`src/rtl/hazard_ctrl_pkg.sv`:
```
// Shared constants, record type and helper for the pipeline hazard controller.
// Tuse/Tnew encodings, forwarding-select codes and the return-address register.
package hazard_ctrl_pkg;

  localparam logic [1:0] TUSE_0 = 2'd0;
  localparam logic [1:0] TUSE_1 = 2'd1;
  localparam logic [1:0] TUSE_2 = 2'd2;

  localparam logic [1:0] TNEW_0 = 2'd0;
  localparam logic [1:0] TNEW_1 = 2'd1;
  localparam logic [1:0] TNEW_2 = 2'd2;

  localparam logic [1:0] FWD_GRF = 2'b00;
  localparam logic [1:0] FWD_E   = 2'b01;
  localparam logic [1:0] FWD_M   = 2'b10;
  localparam logic [1:0] FWD_W   = 2'b11;

  localparam logic [4:0] REG_RA = 5'd31;

  // A destination of 0 marks an empty slot.
  typedef struct packed {
    logic [4:0] dest;
    logic [1:0] tnew;
  } dest_rec_t;

  function automatic logic [1:0] sat_dec(input logic [1:0] t);
    return (t == 2'd0) ? 2'd0 : t - 2'd1;
  endfunction

endpackage

```
`src/rtl/hazard_ctrl_rec_gen.sv`:
```
// Combinational decode of D-stage class flags into source-use info and the
// destination record the instruction will carry into E.
import hazard_ctrl_pkg::*;

module hazard_rec_gen (
  input  logic       d_cal_r,
  input  logic       d_cal_i,
  input  logic       d_lui,
  input  logic       d_load,
  input  logic       d_store,
  input  logic       d_branch,
  input  logic       d_jal,
  input  logic       d_jr,
  input  logic       d_jalr,
  input  logic       d_shift,
  input  logic       d_md_start,
  input  logic       d_md_acc,
  input  logic       d_md_wr,
  input  logic [4:0] d_rs,
  input  logic [4:0] d_rt,
  input  logic [4:0] d_rd,
  output logic       rs_use,
  output logic       rt_use,
  output logic [1:0] rs_tuse,
  output logic [1:0] rt_tuse,
  output logic [4:0] dest,
  output logic [1:0] tnew
);

  logic md_to,    // mthi/mtlo
        no_gpr;   // R-type MDU op with no GPR result

  assign md_to  = d_md_acc & ~d_md_wr;
  assign no_gpr = (d_md_start | d_md_acc) & ~d_md_wr;

  // Earliest consumer wins when several flags name the same field.
  always_comb begin
    rs_use  = 1'b0;
    rs_tuse = TUSE_2;
    if (d_branch || d_jr || d_jalr) begin
      rs_use  = 1'b1;
      rs_tuse = TUSE_0;
    end else if (d_cal_r || d_cal_i || d_load || d_store || md_to) begin
      rs_use  = 1'b1;
      rs_tuse = TUSE_1;
    end
  end

  always_comb begin
    rt_use  = 1'b0;
    rt_tuse = TUSE_2;
    if (d_branch) begin
      rt_use  = 1'b1;
      rt_tuse = TUSE_0;
    end else if (d_cal_r || d_shift) begin
      rt_use  = 1'b1;
      rt_tuse = TUSE_1;
    end else if (d_store) begin
      rt_use  = 1'b1;
      rt_tuse = TUSE_2;
    end
  end

  always_comb begin
    dest = 5'd0;
    tnew = TNEW_0;
    if (d_jal) begin
      dest = REG_RA;
      tnew = TNEW_0;
    end else if (d_jalr) begin
      dest = d_rd;
      tnew = TNEW_0;
    end else if (d_load) begin
      dest = d_rt;
      tnew = TNEW_2;
    end else if (d_cal_i || d_lui) begin
      dest = d_rt;
      tnew = TNEW_1;
    end else if ((d_cal_r && !no_gpr) || d_shift || d_md_wr) begin
      dest = d_rd;
      tnew = TNEW_1;
    end
  end

endmodule

```
`src/rtl/hazard_ctrl.sv`:
```
// Stall/bubble and D-stage forwarding controller with a shadow E/M/W record
// pipeline. Define MDU_STALL_EN to add the multiply/divide busy interlock.
import hazard_ctrl_pkg::*;

module hazard_ctrl #(
  parameter int MULT_CYCLES = 5,
  parameter int DIV_CYCLES  = 10
) (
  input  logic       clk,
  input  logic       reset,
  input  logic       d_cal_r,
  input  logic       d_cal_i,
  input  logic       d_lui,
  input  logic       d_load,
  input  logic       d_store,
  input  logic       d_branch,
  input  logic       d_jal,
  input  logic       d_jr,
  input  logic       d_jalr,
  input  logic       d_shift,
  input  logic       d_md_start,
  input  logic       d_md_div,
  input  logic       d_md_acc,
  input  logic       d_md_wr,
  input  logic [4:0] d_rs,
  input  logic [4:0] d_rt,
  input  logic [4:0] d_rd,
  output logic       stall,
  output logic       e_bubble,
  output logic [1:0] fwd_rs_d,
  output logic [1:0] fwd_rt_d,
  output logic       md_busy
);

  logic       rs_use, rt_use;
  logic [1:0] rs_tuse, rt_tuse;
  dest_rec_t  d_rec;

  dest_rec_t  e_rec_reg, e_rec_next;
  dest_rec_t  m_rec_reg, m_rec_next;
  logic [4:0] w_dest_reg;
  logic       md_stall;

  hazard_rec_gen u_rec_gen (
    .d_cal_r    (d_cal_r),
    .d_cal_i    (d_cal_i),
    .d_lui      (d_lui),
    .d_load     (d_load),
    .d_store    (d_store),
    .d_branch   (d_branch),
    .d_jal      (d_jal),
    .d_jr       (d_jr),
    .d_jalr     (d_jalr),
    .d_shift    (d_shift),
    .d_md_start (d_md_start),
    .d_md_acc   (d_md_acc),
    .d_md_wr    (d_md_wr),
    .d_rs       (d_rs),
    .d_rt       (d_rt),
    .d_rd       (d_rd),
    .rs_use     (rs_use),
    .rt_use     (rt_use),
    .rs_tuse    (rs_tuse),
    .rt_tuse    (rt_tuse),
    .dest       (d_rec.dest),
    .tnew       (d_rec.tnew)
  );

  // Per-source hazard check: index 0 is rs, index 1 is rt.
  logic [4:0] src       [2];
  logic       src_use   [2];
  logic [1:0] src_tuse  [2];
  logic       src_stall [2];
  logic [1:0] src_fwd   [2];

  assign src[0]      = d_rs;
  assign src[1]      = d_rt;
  assign src_use[0]  = rs_use;
  assign src_use[1]  = rt_use;
  assign src_tuse[0] = rs_tuse;
  assign src_tuse[1] = rt_tuse;

  genvar gi;
  generate
    for (gi = 0; gi < 2; gi++) begin : g_src
      logic nz, e_hit, m_hit, w_hit;
      assign nz    = (src[gi] != 5'd0);
      assign e_hit = nz && (e_rec_reg.dest == src[gi]);
      assign m_hit = nz && (m_rec_reg.dest == src[gi]);
      assign w_hit = nz && (w_dest_reg == src[gi]);

      assign src_stall[gi] = src_use[gi] &&
                             ((e_hit && (e_rec_reg.tnew > src_tuse[gi])) ||
                              (m_hit && (m_rec_reg.tnew > src_tuse[gi])));

      assign src_fwd[gi] = (e_hit && e_rec_reg.tnew == TNEW_0) ? FWD_E :
                           (m_hit && m_rec_reg.tnew == TNEW_0) ? FWD_M :
                           w_hit                               ? FWD_W :
                                                                 FWD_GRF;
    end
  endgenerate

  assign stall    = src_stall[0] | src_stall[1] | md_stall;
  assign e_bubble = stall;
  assign fwd_rs_d = src_fwd[0];
  assign fwd_rt_d = src_fwd[1];

  always_comb begin
    e_rec_next      = stall ? '0 : d_rec;
    m_rec_next.dest = e_rec_reg.dest;
    m_rec_next.tnew = sat_dec(e_rec_reg.tnew);
  end

  always_ff @(posedge clk) begin
    if (reset) begin
      e_rec_reg  <= '0;
      m_rec_reg  <= '0;
      w_dest_reg <= 5'd0;
    end else begin
      e_rec_reg  <= e_rec_next;
      m_rec_reg  <= m_rec_next;
      w_dest_reg <= m_rec_reg.dest;
    end
  end

`ifdef MDU_STALL_EN
  localparam int CNT_MAX = (MULT_CYCLES > DIV_CYCLES) ? MULT_CYCLES : DIV_CYCLES;
  localparam int CNT_W   = $clog2(CNT_MAX + 1);

  logic [CNT_W-1:0] md_cnt_reg, md_cnt_next;
  logic             e_md_reg, e_md_next;

  // A just-issued md op in E blocks followers even before the count is visible.
  assign md_stall = (d_md_start | d_md_acc) & ((md_cnt_reg != '0) | e_md_reg);
  assign md_busy  = (md_cnt_reg != '0);

  always_comb begin
    md_cnt_next = md_cnt_reg;
    e_md_next   = d_md_start & ~stall;
    if (d_md_start && !stall)
      md_cnt_next = d_md_div ? CNT_W'(DIV_CYCLES) : CNT_W'(MULT_CYCLES);
    else if (md_cnt_reg != '0)
      md_cnt_next = md_cnt_reg - 1'b1;
  end

  always_ff @(posedge clk) begin
    if (reset) begin
      md_cnt_reg <= '0;
      e_md_reg   <= 1'b0;
    end else begin
      md_cnt_reg <= md_cnt_next;
      e_md_reg   <= e_md_next;
    end
  end
`else
  logic unused_md;
  assign unused_md = d_md_div ^ (MULT_CYCLES > DIV_CYCLES);
  assign md_stall  = 1'b0;
  assign md_busy   = 1'b0;
`endif

endmodule

```
`config.mk`:
```
export PLATFORM = sky130hd
export DESIGN_NAME = hazard_ctrl
export DESIGN_NICKNAME = d
export VERILOG_FILES = /design/src/rtl/hazard_ctrl_pkg.sv /design/src/rtl/hazard_ctrl_rec_gen.sv /design/src/rtl/hazard_ctrl.sv
export SDC_FILE = /design/constraint.sdc
export NUM_CORES = 1
export LEC_CHECK = 0
export CORE_MARGIN = 4
export CORE_UTILIZATION = 42
export CTS_BUF_LIST = sky130_fd_sc_hd__clkbuf_4 sky130_fd_sc_hd__clkbuf_8
export DETAILED_ROUTE_END_ITERATION = 16
export GPL_TIMING_DRIVEN = 0
export PLACE_DENSITY_LB_ADDON = 0.15
export SKIP_LAST_GASP = 1
export SLEW_MARGIN = 5
export SYNTH_ARGS = -nofsm -noshare
export SYNTH_HDL_FRONTEND = slang
export SYNTH_HIERARCHICAL = 1
export SYNTH_SLANG_ARGS = --single-unit
```
`constraint.sdc`:
```
create_clock -name clk -period 7.6 [get_ports clk]
set_input_delay 1.52 -clock clk [delete_from_list [all_inputs] [get_ports clk]]
set_output_delay 1.52 -clock clk [all_outputs]
set_load 0.005 [all_outputs]
```
==> impl_metrics.ini <==
[status]
outcome = finished clean

[place]
gp_congestion = 0.800
numPortBuffers = 34
place_ws_ns = 1.07
hpwlAfterDp_mm = 3.38
dp.cells = 254
dpl-instance-area_sq_mm = 0.00196

[floorplanning]
num_rows = 21
die_y_um = 69.0
die-area_sq_mm = 0.00475
initial_core_util = 0.450
ios = 38
die_w_um = 69.0
coreArea_sq_mm = 0.00347

[routing]
wl_per_cell_um = 16.0
drc = 0
vias_per_cell = 5.72
drtIter0Drc = 39
routed_wl_mm = 4.14
ant_nets = 0
num_vias = 1475
first_pass_iters = 4

[worst_setup_path]
cpPeakStageDelay_ns = 0.69
worstPathMaxFanout = 8
r2r_start = e_rec_reg[1]
worst_setup_path_end_kind = output pin
rr_worst_depth = 5
crit_buf_inv = 4
critical-path-top-delay-family = simple AND/OR/NAND/NOR gates
cp.depth = 12
worstPathArrival_ns = 5.03
slowest_stage = nor3_1
r2r-end = e_rec_reg[5]
reg2reg_slack_ns = 5.71
path_class = input pin to output pin
cp.required_ns = 6.08
cp_cell_sequence = clkdlybuf4s50_1 > or4_1 > a21oi_2 > and2_1 > inv_1 > ha_1 > nor2b_1 > o211ai_1 > nor3_1 > or4_1 > buf_4 > clkdlybuf4s50_1
start_kind = input pin

[clock_tree]
clk_latency_ns = 0.26
cts_tree = done
htree_levels = 1
cts_resized = 0
clkSlewWorstSetupHoldPaths_ns = 0.07
hold_buffers = 0
clk_path_buf_depth = 2
post_cts_buffers = 0
cts.sinks = 19
cts_made_buffers = 3
root_buffer = clkbuf_8

[global_routing]
grt_util_met2 = 0.325
grt_most_used_layer = met2
grt_pass1_vias = 1451
grt_pass1_wl_mm = 6.73
gr-usage-met1 = 0.241
grt_usage = 0.191
met3_usage = 0.0405
overflow = 0
grt_max_degree = 11
grt_antenna_before_repair = 0

[cells_and_area]
antenna_cells_inserted = 0
drive_above_1_share = 0.0802
design_area_sq_mm = 0.00201
nets = 253
fillers = 354
multi_input_area_sq_mm = 0.00110
stdcell_count = 258
final-seq-area_sq_um = 380
areaGrowthSynthToFinish_pct = 28.6
mostFrequentLayoutCells = clkdlybuf4s50_1, xnor2_1, dfxtp_1
final_common_cell = clkdlybuf4s50_1

[yosys]
ys_seq_area_frac = 0.244
synth_area_leaders = dfxtp_1, xnor2_1, ha_1
synth_fa_ha_area_frac = 0.0722
synthCells = 174
yosysWarnings = 6
yosys.area.top_type = dfxtp_1
synth_nets = 214
yosysUniqueCellTypes = 38
synth_compound_area_frac = 0.180
synth.cell_area_sq_mm = 0.00156
synth_top_area_share = 0.244
synthSimpleGateAreaFrac = 0.285
synth-seq-cells = 19
synth_top_family_by_area = simple AND/OR/NAND/NOR gates
synthMuxAreaShare = 0
synthXorXnorAreaFrac = 0.168
syn_avg_cell_area_sq_um = 8.97

[sta]
finalSetupViolations = 0
fmax_mhz = 153
setup_tns_ns = 0
period_needed_ns = 6.55
skew_ns = 0.00802
period_share = 0.862
layout_setup_ws_ns = 1.05
worst_pin_slew_ns = 0.880
max_slew_margin = 0.409
maxSlewViolCount = 0
final_hold_viol_count = 0
rsz0062_at_grt = no

[power_and_ir_drop]
powerDensity_mw_per_mm2 = 133
p_leak_uw = 0.000748
vdd_drop_max_v = 0.000116

[worst_hold_path]
holdCritPathClass = register to register
min_to = m_rec_reg[0]
hold_depth = 1
min-delay-start = e_rec_reg[0]

[job]
max_cap_viol_count = 0
[report_power, final]
part | switching, uW | internal [uW]
Clock | 33.6 | 40.9
Sequential | 6.71 | 106
Combinational | 38.0 | 43.0
[metal layers]
layer / vias up / share of wire
met2: 41 / 0.49
met5: - / 0
met3: 8 / 0.044
li1: 738 / -
met1: 688 / 0.45
met4: 0 / 0.014
[how the worst max path moves through the flow]
stage                     startpoint     to
after floorplan              d_cal_i  stall
after global placement       d_cal_i  stall
after detailed placement     d_cal_i  stall
after CTS                    d_cal_i  stall
after global routing         d_cal_i  stall
final                        d_cal_i  stall
[Yosys cell counts]
cell type / n
nand4_1: 2
and2_1: 1
nor3b_1: 6
clkbuf_1: 2
a21oi_2: 1
ha_1: 9
buf_6: 2
inv_1: 7
nor3b_4: 1
nor3_1: 10
o311a_1: 5
nor3_4: 1
or4_4: 1
o311ai_0: 7
nor2b_1: 15
o211a_1: 1
a22o_1: 1
a22oi_1: 2
dfxtp_1: 19
or2_4: 1
conb_1: 1
and4_4: 1
xnor2_1: 20
or4_1: 5
nand2_1: 5
o211ai_1: 5
buf_2: 1
a2111o_1: 5
a32o_1: 1
nand2b_1: 1
nand3_1: 4
nor4_1: 8
a2111oi_1: 1
xor2_1: 10
and3_2: 1
buf_4: 2
nor2_1: 8
o211ai_2: 1
[cells by family after synthesis]
family,count (synthesis)
AO/OA/AOI/OAI,30
XOR/XNOR,30
adder cells (fa/ha/maj),9
buffers and inverters,14
flip-flops,19
other,1
AND/OR/NAND/NOR,71
[per-stage QoR]
step / power [uW] / hold slack (ns) / utilization
4_1_cts: 271 / 0.427 / 0.579
2_1_floorplan: 158 / 0.397 / -
5_1_grt: 284 / 0.451 / 0.579
3_5_place_dp: 195 / 0.417 / 0.565
6_report: 268 / 0.422 / 0.579
3_3_place_gp: 191 / 0.417 / 0.565
[cell type report]
type	count	share of cell area
Multi-Input combinational cell	141	0.550
Sequential cell	19	0.190
Timing Repair Buffer	34	0.170
Tap cell	46	0.0287
Buffer	7	0.0249
Clock buffer	4	0.0243
Inverter	7	0.0131
Note: power is estimated with default switching activity, not from simulation.
